## src/rtl/addr_map_rule_pkg.sv

```systemverilog
// Address-map rule type shared by bus decoders: [start_addr, end_addr) tagged with its index.
package addr_map_rule_pkg;

    typedef struct packed {
        logic [31:0] idx;
        logic [31:0] start_addr;
        logic [31:0] end_addr;
    } addr_map_rule_t;

endpackage

```

## src/rtl/ext_xbar_pkg.sv

```systemverilog
// External accelerator address map, decode-error data and select encoding for ext_obi_addr_demux.
package ext_xbar_pkg;

    import addr_map_rule_pkg::*;

    localparam int unsigned EXT_XBAR_NSLAVE = 2;

    localparam logic [31:0] ACC0_START_ADDRESS = 32'h2000_0000;
    localparam logic [31:0] ACC0_SIZE          = 32'h0020_0000;
    localparam logic [31:0] ACC0_END_ADDRESS   = ACC0_START_ADDRESS + ACC0_SIZE;
    localparam logic [31:0] ACC0_IDX           = 32'd0;

    localparam logic [31:0] ACC1_START_ADDRESS = 32'h2020_0000;
    localparam logic [31:0] ACC1_SIZE          = 32'h0001_0000;
    localparam logic [31:0] ACC1_END_ADDRESS   = ACC1_START_ADDRESS + ACC1_SIZE;
    localparam logic [31:0] ACC1_IDX           = 32'd1;

    localparam addr_map_rule_t [EXT_XBAR_NSLAVE-1:0] EXT_XBAR_ADDR_RULES = {
        addr_map_rule_t'{idx: ACC1_IDX, start_addr: ACC1_START_ADDRESS, end_addr: ACC1_END_ADDRESS},
        addr_map_rule_t'{idx: ACC0_IDX, start_addr: ACC0_START_ADDRESS, end_addr: ACC0_END_ADDRESS}
    };

    localparam logic [31:0] ERR_RDATA = 32'hBADC_AB1E;

    // Slave indices 0..NSLAVE-1, value NSLAVE marks a decode error.
    localparam int unsigned EXT_SEL_W = $clog2(EXT_XBAR_NSLAVE + 1);
    typedef logic [EXT_SEL_W-1:0] ext_sel_t;

endpackage

```

## src/rtl/ext_obi_sel_fifo.sv

```systemverilog
// In-flight select FIFO: records the target of each accepted request so responses return in order.
module ext_obi_sel_fifo
    import ext_xbar_pkg::*;
#(
    parameter int unsigned DEPTH = 2,
    parameter int unsigned WIDTH = $bits(ext_sel_t)
) (
    input  logic             clk_i,
    input  logic             rst_i,
    input  logic             push_i,
    input  logic [WIDTH-1:0] data_i,
    input  logic             pop_i,
    output logic [WIDTH-1:0] head_o,
    output logic             full_o,
    output logic             empty_o
);

    localparam int unsigned IDX_W = (DEPTH > 1) ? $clog2(DEPTH) : 1;
    localparam int unsigned CNT_W = $clog2(DEPTH + 1);

    logic [WIDTH-1:0] mem_q [DEPTH];
    logic [IDX_W-1:0] wr_ptr_q, wr_ptr_d;
    logic [IDX_W-1:0] rd_ptr_q, rd_ptr_d;
    logic [CNT_W-1:0] cnt_q, cnt_d;
    logic             do_push;
    logic             do_pop;

    function automatic logic [IDX_W-1:0] ptr_inc(input logic [IDX_W-1:0] p);
        return (p == IDX_W'(DEPTH - 1)) ? '0 : p + IDX_W'(1);
    endfunction

    assign full_o  = (cnt_q == CNT_W'(DEPTH));
    assign empty_o = (cnt_q == '0);
    assign do_push = push_i && !full_o;
    assign do_pop  = pop_i && !empty_o;
    // Head is only visible once the entry is registered (no fall-through).
    assign head_o  = mem_q[rd_ptr_q];

    always_comb begin
        wr_ptr_d = wr_ptr_q;
        rd_ptr_d = rd_ptr_q;
        cnt_d    = cnt_q;
        if (do_push) begin
            wr_ptr_d = ptr_inc(wr_ptr_q);
        end
        if (do_pop) begin
            rd_ptr_d = ptr_inc(rd_ptr_q);
        end
        if (do_push && !do_pop) begin
            cnt_d = cnt_q + CNT_W'(1);
        end else if (do_pop && !do_push) begin
            cnt_d = cnt_q - CNT_W'(1);
        end
    end

    always_ff @(posedge clk_i) begin
        if (rst_i) begin
            wr_ptr_q <= '0;
            rd_ptr_q <= '0;
            cnt_q    <= '0;
        end else begin
            wr_ptr_q <= wr_ptr_d;
            rd_ptr_q <= rd_ptr_d;
            cnt_q    <= cnt_d;
        end
    end

    always_ff @(posedge clk_i) begin
        if (do_push) begin
            mem_q[wr_ptr_q] <= data_i;
        end
    end

endmodule

```

## src/rtl/ext_obi_addr_demux.sv

```systemverilog
// OBI 1-to-NSLAVE address demultiplexer with in-order responses and an internal decode-error responder.
module ext_obi_addr_demux
    import addr_map_rule_pkg::*;
#(
    parameter int unsigned                 NSLAVE          = 2,
    parameter int unsigned                 MAX_OUTSTANDING = 2,
    parameter addr_map_rule_t [NSLAVE-1:0] RULES           = ext_xbar_pkg::EXT_XBAR_ADDR_RULES,
    parameter logic [31:0]                 ERR_RDATA       = ext_xbar_pkg::ERR_RDATA
) (
    input  logic                     clk_i,
    input  logic                     rst_i,
    input  logic                     m_req_i,
    input  logic [31:0]              m_addr_i,
    input  logic                     m_we_i,
    input  logic [3:0]               m_be_i,
    input  logic [31:0]              m_wdata_i,
    output logic                     m_gnt_o,
    output logic                     m_rvalid_o,
    output logic [31:0]              m_rdata_o,
    output logic [NSLAVE-1:0]        s_req_o,
    output logic [31:0]              s_addr_o,
    output logic                     s_we_o,
    output logic [3:0]               s_be_o,
    output logic [31:0]              s_wdata_o,
    input  logic [NSLAVE-1:0]        s_gnt_i,
    input  logic [NSLAVE-1:0]        s_rvalid_i,
    input  logic [NSLAVE-1:0][31:0]  s_rdata_i,
    output logic [15:0]              dec_err_cnt_o,
    output logic                     proto_err_o
);

    localparam int unsigned      SEL_W   = $clog2(NSLAVE + 1);
    localparam logic [SEL_W-1:0] SEL_ERR = SEL_W'(NSLAVE);

    logic [SEL_W-1:0]  sel;
    logic [SEL_W-1:0]  head;
    logic [NSLAVE-1:0] sel_oh;
    logic [NSLAVE-1:0] head_oh;
    logic              sel_err;
    logic              full;
    logic              empty;
    logic              push;
    logic              pop;
    logic [15:0]       dec_err_cnt_q, dec_err_cnt_d;
    logic              proto_err_q, proto_err_d;

    assign s_addr_o  = m_addr_i;
    assign s_we_o    = m_we_i;
    assign s_be_o    = m_be_i;
    assign s_wdata_o = m_wdata_i;

    // Scan downwards so the lowest matching rule index wins on overlap.
    always_comb begin
        sel = SEL_ERR;
        for (int k = int'(NSLAVE) - 1; k >= 0; k--) begin
            if (m_addr_i >= RULES[k].start_addr && m_addr_i < RULES[k].end_addr) begin
                sel = SEL_W'(k);
            end
        end
    end

    assign sel_err = (sel == SEL_ERR);

    always_comb begin
        sel_oh  = '0;
        head_oh = '0;
        for (int k = 0; k < int'(NSLAVE); k++) begin
            sel_oh[k]  = (sel == SEL_W'(k));
            head_oh[k] = !empty && (head == SEL_W'(k));
        end
    end

    always_comb begin
        s_req_o = '0;
        m_gnt_o = 1'b0;
        if (!rst_i && !full) begin
            if (sel_err) begin
                m_gnt_o = m_req_i;
            end else begin
                s_req_o = sel_oh & {NSLAVE{m_req_i}};
                m_gnt_o = |(s_gnt_i & sel_oh);
            end
        end
    end

    assign push = m_req_i && m_gnt_o;

    // Response mux follows the FIFO head; an ERR head answers immediately.
    always_comb begin
        m_rvalid_o = 1'b0;
        m_rdata_o  = '0;
        pop        = 1'b0;
        if (!rst_i && !empty) begin
            if (head == SEL_ERR) begin
                m_rvalid_o = 1'b1;
                m_rdata_o  = ERR_RDATA;
                pop        = 1'b1;
            end else begin
                for (int k = 0; k < int'(NSLAVE); k++) begin
                    if (head_oh[k]) begin
                        m_rvalid_o = s_rvalid_i[k];
                        m_rdata_o  = s_rdata_i[k];
                        pop        = s_rvalid_i[k];
                    end
                end
            end
        end
    end

    always_comb begin
        dec_err_cnt_d = dec_err_cnt_q;
        proto_err_d   = proto_err_q | (|(s_rvalid_i & ~head_oh));
        if (push && sel_err && dec_err_cnt_q != 16'hFFFF) begin
            dec_err_cnt_d = dec_err_cnt_q + 16'd1;
        end
    end

    always_ff @(posedge clk_i) begin
        if (rst_i) begin
            dec_err_cnt_q <= '0;
            proto_err_q   <= 1'b0;
        end else begin
            dec_err_cnt_q <= dec_err_cnt_d;
            proto_err_q   <= proto_err_d;
        end
    end

    assign dec_err_cnt_o = dec_err_cnt_q;
    assign proto_err_o   = proto_err_q;

    ext_obi_sel_fifo #(
        .DEPTH (MAX_OUTSTANDING),
        .WIDTH (SEL_W)
    ) u_sel_fifo (
        .clk_i   (clk_i),
        .rst_i   (rst_i),
        .push_i  (push),
        .data_i  (sel),
        .pop_i   (pop),
        .head_o  (head),
        .full_o  (full),
        .empty_o (empty)
    );

endmodule
```

## config.mk

```make
export PLATFORM = sky130hd
export DESIGN_NAME = ext_obi_addr_demux
export DESIGN_NICKNAME = d
export VERILOG_FILES = /design/src/rtl/addr_map_rule_pkg.sv /design/src/rtl/ext_xbar_pkg.sv /design/src/rtl/ext_obi_sel_fifo.sv /design/src/rtl/ext_obi_addr_demux.sv
export SDC_FILE = /design/constraint.sdc
export NUM_CORES = 1
export LEC_CHECK = 0
export CORE_MARGIN = 10
export CORE_UTILIZATION = 27
export DETAILED_ROUTE_END_ITERATION = 8
export PLACE_DENSITY = 0.78
export SLEW_MARGIN = 20
export SYNTH_ARGS = -nofsm -noshare
export SYNTH_HDL_FRONTEND = slang
export SYNTH_SLANG_ARGS = --single-unit
```

## constraint.sdc

```tcl
create_clock -name clk_i -period 2.4 [get_ports clk_i]
set_clock_uncertainty 0.05 [all_clocks]
set_input_delay 0.6 -clock clk_i [delete_from_list [all_inputs] [get_ports clk_i]]
set_output_delay 0.6 -clock clk_i [all_outputs]
set_load 0.02 [all_outputs]
```

==> reports/metrics.csv, run 1 <==
metric,value,unit
Pleak,2.03,nW
Clock Power Share,12.3,%
clock sinks,26,
Root Buffer,clkbuf_8,
CTS buffer count,3,
synthesized area,0.00263,mm^2
CP arrival,1920,ps
Int Pwr,1.57,mW
final setup margin,-167,ps
die width,119,um
clk buf depth,2,
hold_ws,435,ps
most common cell in the netlist,nand2_1,
crit-path max cell delay,280,ps
NetSw,1.11,mW
initial DRC count,149,
switch share,41.3,%
P&R area growth vs syn,93.1,%
P per Cell Area,527,mW/mm^2
"Primary FF master, synth",dfxtp_1,
max cap viols,0,
GRT overflow,0,
Tightest Pin Transition,547,ps
Synth area leader,buf_4,
# nets final,664,
cell count after synthesis,386,
"Worst Path Class, Setup",in -> out,
setup tns final,-2590,ps
fill count,828,
IO buf count,155,
Non-Filler Instances,651,
num rows,35,
slew margin rel.,63.2,%
Pwr Total,2.68,mW
"top cells by area, synth","buf_4, dfxtp_1, nand2_1",
"FF+latch count, synth",26,
Buf/Inv on CP,3,
sequential power share,19.2,%
Highest Clock Rate,390,MHz
CP Data Required Time,1750,ps
asr flop ratio synth,0,%
# IOs,262,
# placed instances,628,
Clock Pin Slew Worst Setup and Hold Paths,90,ps
Final setup violation count,30,
top post-synthesis cells by count,"nand2_1, buf_4, a21oi_1, dfxtp_1, clkbuf_1",
CP Capture Type,primary output,
Comb power frac,68.6,%
Yosys cell types,54,
vias per inst,5.06,
TritonRoute pass-1 iters,4,
maximum vdd ir drop,0.000269,V
die footprint,0.0141,mm^2
routed len/inst,20.8,um
Synth top area share,19.7,%
"Seq/Total Area, Yosys",21.3,%
initial antenna violation count,1,
vias,3295,
CP cell instances,"buf_8, nor4b_4, nand2_2, buf_6, nor2_4, nor3_2, nor4bb_4, buf_4",
final worst path period share,107,%
global-route usage over all layers,15.9,%
clock latency at the later pin of the worst-skew pair,280,ps
CP max-delay cell,nor4b_4,
post-route DRC violation count,0,
Core Area,0.00937,mm^2
Final Hold Fails,0,
metal3 WL,1120,um
failing checks,negative setup slack,
top layer in use,met4,
WL final,13500,um
first-pass GRT wire length,18300,um
Starting Density,28.1,%
WL met1,4510,um
Mapped Nets,528,
cell family with most CP delay,simple AND/OR/NAND/NOR gates,
status,"finished, violations left",
H-tree depth,1,
"antenna viol nets, final",0,
die height,119,um
Hold Crit Class,reg -> reg,
Post-synth EDFFs,4,
share of cells above drive strength 1,45.7,%
vias in the first global route,3226,
DP HPWL,10200,um
Met2 Routed Length,7530,um
RSZ-0062 raised after global routing,true,
crit path max fanout,5,
TritonCTS clock tree,yes,
min cycle time layout,2570,ps
Placer Congestion,0.838,
pins over their slew limit,0,
syn avg cell area,6.82,um^2
Startpoint Class,input pin,
Syn. warnings,0,
largest net degree at the start of global routing,26,
[through the flow]
step | instance area, um^2 | worst slack, ps | util, %
after floorplan | 2740 | -31.7 | -
after global placement | 4300 | -977 | 45.8
after detailed placement | 4300 | -1050 | 45.8
after CTS | 4340 | -134 | 46.3
after global routing | 5080 | -293 | 54.2
final | 5080 | -167 | 54.2
[tightest hold or removal path: stages (launching register included)]
cell     delay (ps)
dfxtp_1         340
nand2_1          60
mux2i_1          50
[placed cells by master (no fill, tap or decap), types with 3 or more instances in the layout]
master,Yosys,final
dfxtp_1,22,21
buf_2,3,9
o41ai_1,5,5
a21oi_1,43,11
a31oi_1,3,3
buf_4,69,48
o31ai_1,4,3
or3_1,7,6
inv_1,5,4
nand3_1,5,5
nor2b_1,5,4
nor2_1,11,8
or4_1,3,3
nand2_2,1,31
o211ai_1,3,3
edfxtp_1,4,4
a21oi_2,0,28
a21oi_4,0,4
clkdlybuf4s50_1,0,101
o21ai_0,8,7
and2_1,3,3
nor4_4,1,3
nor3_2,0,3
clkbuf_8,0,3
buf_6,1,42
nand2_4,0,21
o311ai_0,3,3
buf_12,0,9
nor3_1,6,3
nand2_1,116,65
clkbuf_16,0,4
[final cells by class]
type	count	area (um^2)	area share [%]
timing repair buffer	218	2230	43.9
multi-input combinational	268	2040	40.2
sequential	26	562	11.1
tap	129	161	3.18
clock buffer	4	66.3	1.31
inverter	5	18.8	0.369
antenna	1	2.50	0.0493
[flip-flops by register name, summed over array words and instances, names as in the netlist, named ones only]
register and cells:
u_sel_fifo.wr_ptr_q 1, u_sel_fifo.cnt_q 2, dec_err_cnt_o 16, proto_err_o 1, u_sel_fifo.rd_ptr_q 1, u_sel_fifo.mem_q 4
[power groups by stage]
stage | combinational, mW | clock [mW] | sequential [mW]
5_1_grt | 1.94 | 0.352 | 0.517
3_3_place_gp | 1.26 | 0 | 0.516
2_1_floorplan | 0.731 | 0 | 0.521
4_1_cts | 1.32 | 0.334 | 0.514
6_report | 1.83 | 0.329 | 0.513
3_5_place_dp | 1.29 | 0 | 0.520
[cells by family (layout without fill, tap and decap cells)]
| logic type | after synthesis | in the layout | share of synthesized area, % |
|---|---|---|---|
| AO/OA/AOI/OAI | 80 | 80 | 18.9 |
| XOR/XNOR | 2 | 2 | 0.666 |
| adder cells (fa/ha/maj) | 2 | 2 | 0.951 |
| buffers and inverters | 93 | 227 | 23.5 |
| flip-flops | 26 | 26 | 21.3 |
| multiplexers | 4 | 5 | 1.62 |
| other | 0 | 1 | 0 |
| AND/OR/NAND/NOR | 179 | 179 | 33.0 |
[layer usage]
metal	vias up	GRT usage [%]
met1	1536	15.0
met4	0	4.27
met2	188	31.0
li1	1543	-
met5	-	0
met3	28	6.19
[path summary, 6_finish.rpt]
kind                                                  startpoint                               end  slack (ps)  depth (start not counted)
worst max-delay path                                m_addr_i[30]                           m_gnt_o        -170                          8
worst min-delay path            u_sel_fifo.wr_ptr_q$_SDFFE_PP0P_  u_sel_fifo.wr_ptr_q$_SDFFE_PP0P_         440                          2
worst max register to register  u_sel_fifo.mem_q[0][0]$_DFFE_PP_  u_sel_fifo.cnt_q[1]$_SDFFE_PP0P_         -40                         12
worst min register to register  u_sel_fifo.wr_ptr_q$_SDFFE_PP0P_  u_sel_fifo.wr_ptr_q$_SDFFE_PP0P_         440                          2
[timing repair]
action / in CTS / in global routing
gates cloned: 1 / 4
pin swaps: 11 / 93
endpoints found under the hold margin: 0 / 0
buffers inserted: 5 / 9
hold buffers: 0 / 0
resized for setup: 244 / 167
setup endpoints to repair: 56 / 36
Power figures use the tool's default switching activity.
==> inputs of run 2 (changes only) <==
--- a/config.mk
+++ b/config.mk
@@ -8,6 +8,7 @@
 export CORE_MARGIN = 10
 export CORE_UTILIZATION = 27
 export DETAILED_ROUTE_END_ITERATION = 8
+export GPL_TIMING_DRIVEN = 0
 export PLACE_DENSITY = 0.78
 export SLEW_MARGIN = 20
 export SYNTH_ARGS = -nofsm -noshare
==> reports/metrics.csv, run 2 (synthesis gave the netlist of run 1 again) <==
metric,value,unit
status,"finished, violations left",
failing checks,negative setup slack,
CP Data Required Time,1750,ps
num rows,35,
Clock Pin Slew Worst Setup and Hold Paths,90,ps
IO buf count,208,
# IOs,262,
DP HPWL,12200,um
Startpoint Class,input pin,
switch share,43.9,%
global-route usage over all layers,19.8,%
clock latency at the later pin of the worst-skew pair,270,ps
WHS Path Cells,2,
final setup margin,-229,ps
vias in the first global route,3723,
Int Pwr,1.55,mW
post-route DRC violation count,0,
R2R cell count,11,
Clock Power Share,9.4,%
TritonRoute pass-1 iters,5,
min cycle time layout,2630,ps
WL final,16400,um
H-tree depth,1,
initial antenna violation count,1,
share of cells above drive strength 1,45.1,%
Pleak,2.50,nW
Hold Crit Class,reg -> reg,
die height,119,um
Root Buffer,clkbuf_8,
slew margin rel.,60.9,%
Final Hold Fails,0,
"antenna viol nets, final",0,
CP Capture Type,primary output,
CTS buffer count,3,
Comb power frac,70.5,%
final worst path period share,110,%
Final Core Density,64.3,%
Core Area,0.00937,mm^2
Area after DPL,0.00499,mm^2
TritonCTS clock tree,yes,
max cap viols,0,
vias per inst,4.83,
hold buffer count at CTS,0,
max reg flops,16,
NetSw,1.21,mW
pins over their slew limit,0,
"Worst Path Class, Setup",in -> out,
GRT overflow,0,
first-pass GRT wire length,22400,um
CP arrival,1980,ps
P per Cell Area,459,mW/mm^2
Tightest Pin Transition,582,ps
clock sinks,26,
Starting Density,28.1,%
clk buf depth,2,
"commonest non-fill, non-tap cell in the layout",clkdlybuf4s50_1,
# nets final,782,
sequential power share,20.1,%
die width,119,um
RSZ-0062 raised after global routing,true,
routed len/inst,21.4,um
Final setup violation count,32,
Highest Clock Rate,380,MHz
P&R area growth vs syn,129,%
fill count,766,
"commonest cells after routing, fill and taps aside","clkdlybuf4s50_1, buf_4, nand2_1",
r2r setup slk,40,ps
Placer Congestion,0.864,
hold_ws,466,ps
initial DRC count,197,
maximum vdd ir drop,0.000278,V
"Design Area, Final",0.00603,mm^2
crit path max fanout,3,
largest net degree at the start of global routing,15,
die footprint,0.0141,mm^2
Place WS,-1440,ps
vias,3717,
[run 2: cell types whose count changed in the layout (fill, tap and decap cells not counted), moves of 6 or more]
cell / delta
buf_8: +6
a21oi_4: +7
buf_4: +63
nand2_2: -10
buf_12: -9
nand2_1: +14
a21oi_2: -9
clkdlybuf4s50_1: +54
[run 2: final timing paths]
| check | startpoint | to |
|---|---|---|
| worst max register to register | u_sel_fifo.mem_q[0][1]$_DFFE_PP_ | u_sel_fifo.cnt_q[1]$_SDFFE_PP0P_ |
| worst min-delay path | dec_err_cnt_o[5]$_SDFFE_PP0P_ | dec_err_cnt_o[5]$_SDFFE_PP0P_ |
| worst min register to register | dec_err_cnt_o[5]$_SDFFE_PP0P_ | dec_err_cnt_o[5]$_SDFFE_PP0P_ |
| worst max-delay path | m_addr_i[23] | m_gnt_o |
[run 2: timing repair]
| item | 4_1_cts | 5_1_grt |
|---|---|---|
| gates cloned | 5 | 2 |
| endpoints found under the setup margin | 56 | 39 |
| resized for setup | 343 | 120 |
| pin swaps | 43 | 55 |
| setup buffers | 27 | 13 |
[run 2: layer usage]
| layer | part of all wire, % | GRT usage (%) | wire length [um] | vias to the layer above |
|---|---|---|---|---|
| met5 | 0 | 0 | 0 | - |
| li1 | - | - | - | 1773 |
| met4 | 1.7 | 2.98 | 282 | 0 |
| met2 | 58 | 40.6 | 9550 | 167 |
| met3 | 6.2 | 4.85 | 1020 | 15 |
| met1 | 34 | 19.6 | 5570 | 1762 |
[run 2: power groups by stage]
stage / registers [mW] / clock network (mW) / logic, mW
floorplan: 0.521 / 0 / 0.731
global placement: 0.518 / 0 / 1.29
detailed placement: 0.523 / 0 / 1.32
CTS: 0.553 / 0.266 / 1.60
global route: 0.562 / 0.283 / 2.06
finish: 0.554 / 0.261 / 1.95
[run 2: final cells by class]
cell class,count,area (um^2),area share [%]
diodes,1,2.50,0.0415
inverters,5,22.5,0.374
multi-input cells,267,2060,34.2
repair buffers,251,2460,40.7
clock buffers,4,45.0,0.747
well taps,129,161,2.68
flip-flops and latches,26,569,9.44
plain buffers,86,711,11.8
[run 2: critical path: stages]
cell	delay [ps]
clkdlybuf4s15_2	210
nor4b_4	270
nand2_2	130
nor2_4	190
nor3_4	60
nor4bb_4	300
buf_4	200
[run 2: through the flow]
| step | power [mW] | std cells | TNS, ps |
|---|---|---|---|
| after global placement | 1.81 | 723 | -47510 |
| final | 2.76 | 769 | -1160 |
| after floorplan | 1.25 | 386 | -31.7 |
| after global routing | 2.90 | 769 | -3440 |
| after detailed placement | 1.84 | 723 | -49340 |
| after CTS | 2.42 | 758 | -900 |
==> inputs of run 3 (changes only) <==
--- a/config.mk
+++ b/config.mk
@@ -9,6 +9,7 @@
 export CORE_UTILIZATION = 27
 export DETAILED_ROUTE_END_ITERATION = 8
 export GPL_TIMING_DRIVEN = 0
+export HOLD_SLACK_MARGIN = 0.08
 export PLACE_DENSITY = 0.78
 export SLEW_MARGIN = 20
 export SYNTH_ARGS = -nofsm -noshare
==> results of run 3 <==
Same layout as run 2: the final DEF is identical, and so are final timing and power.
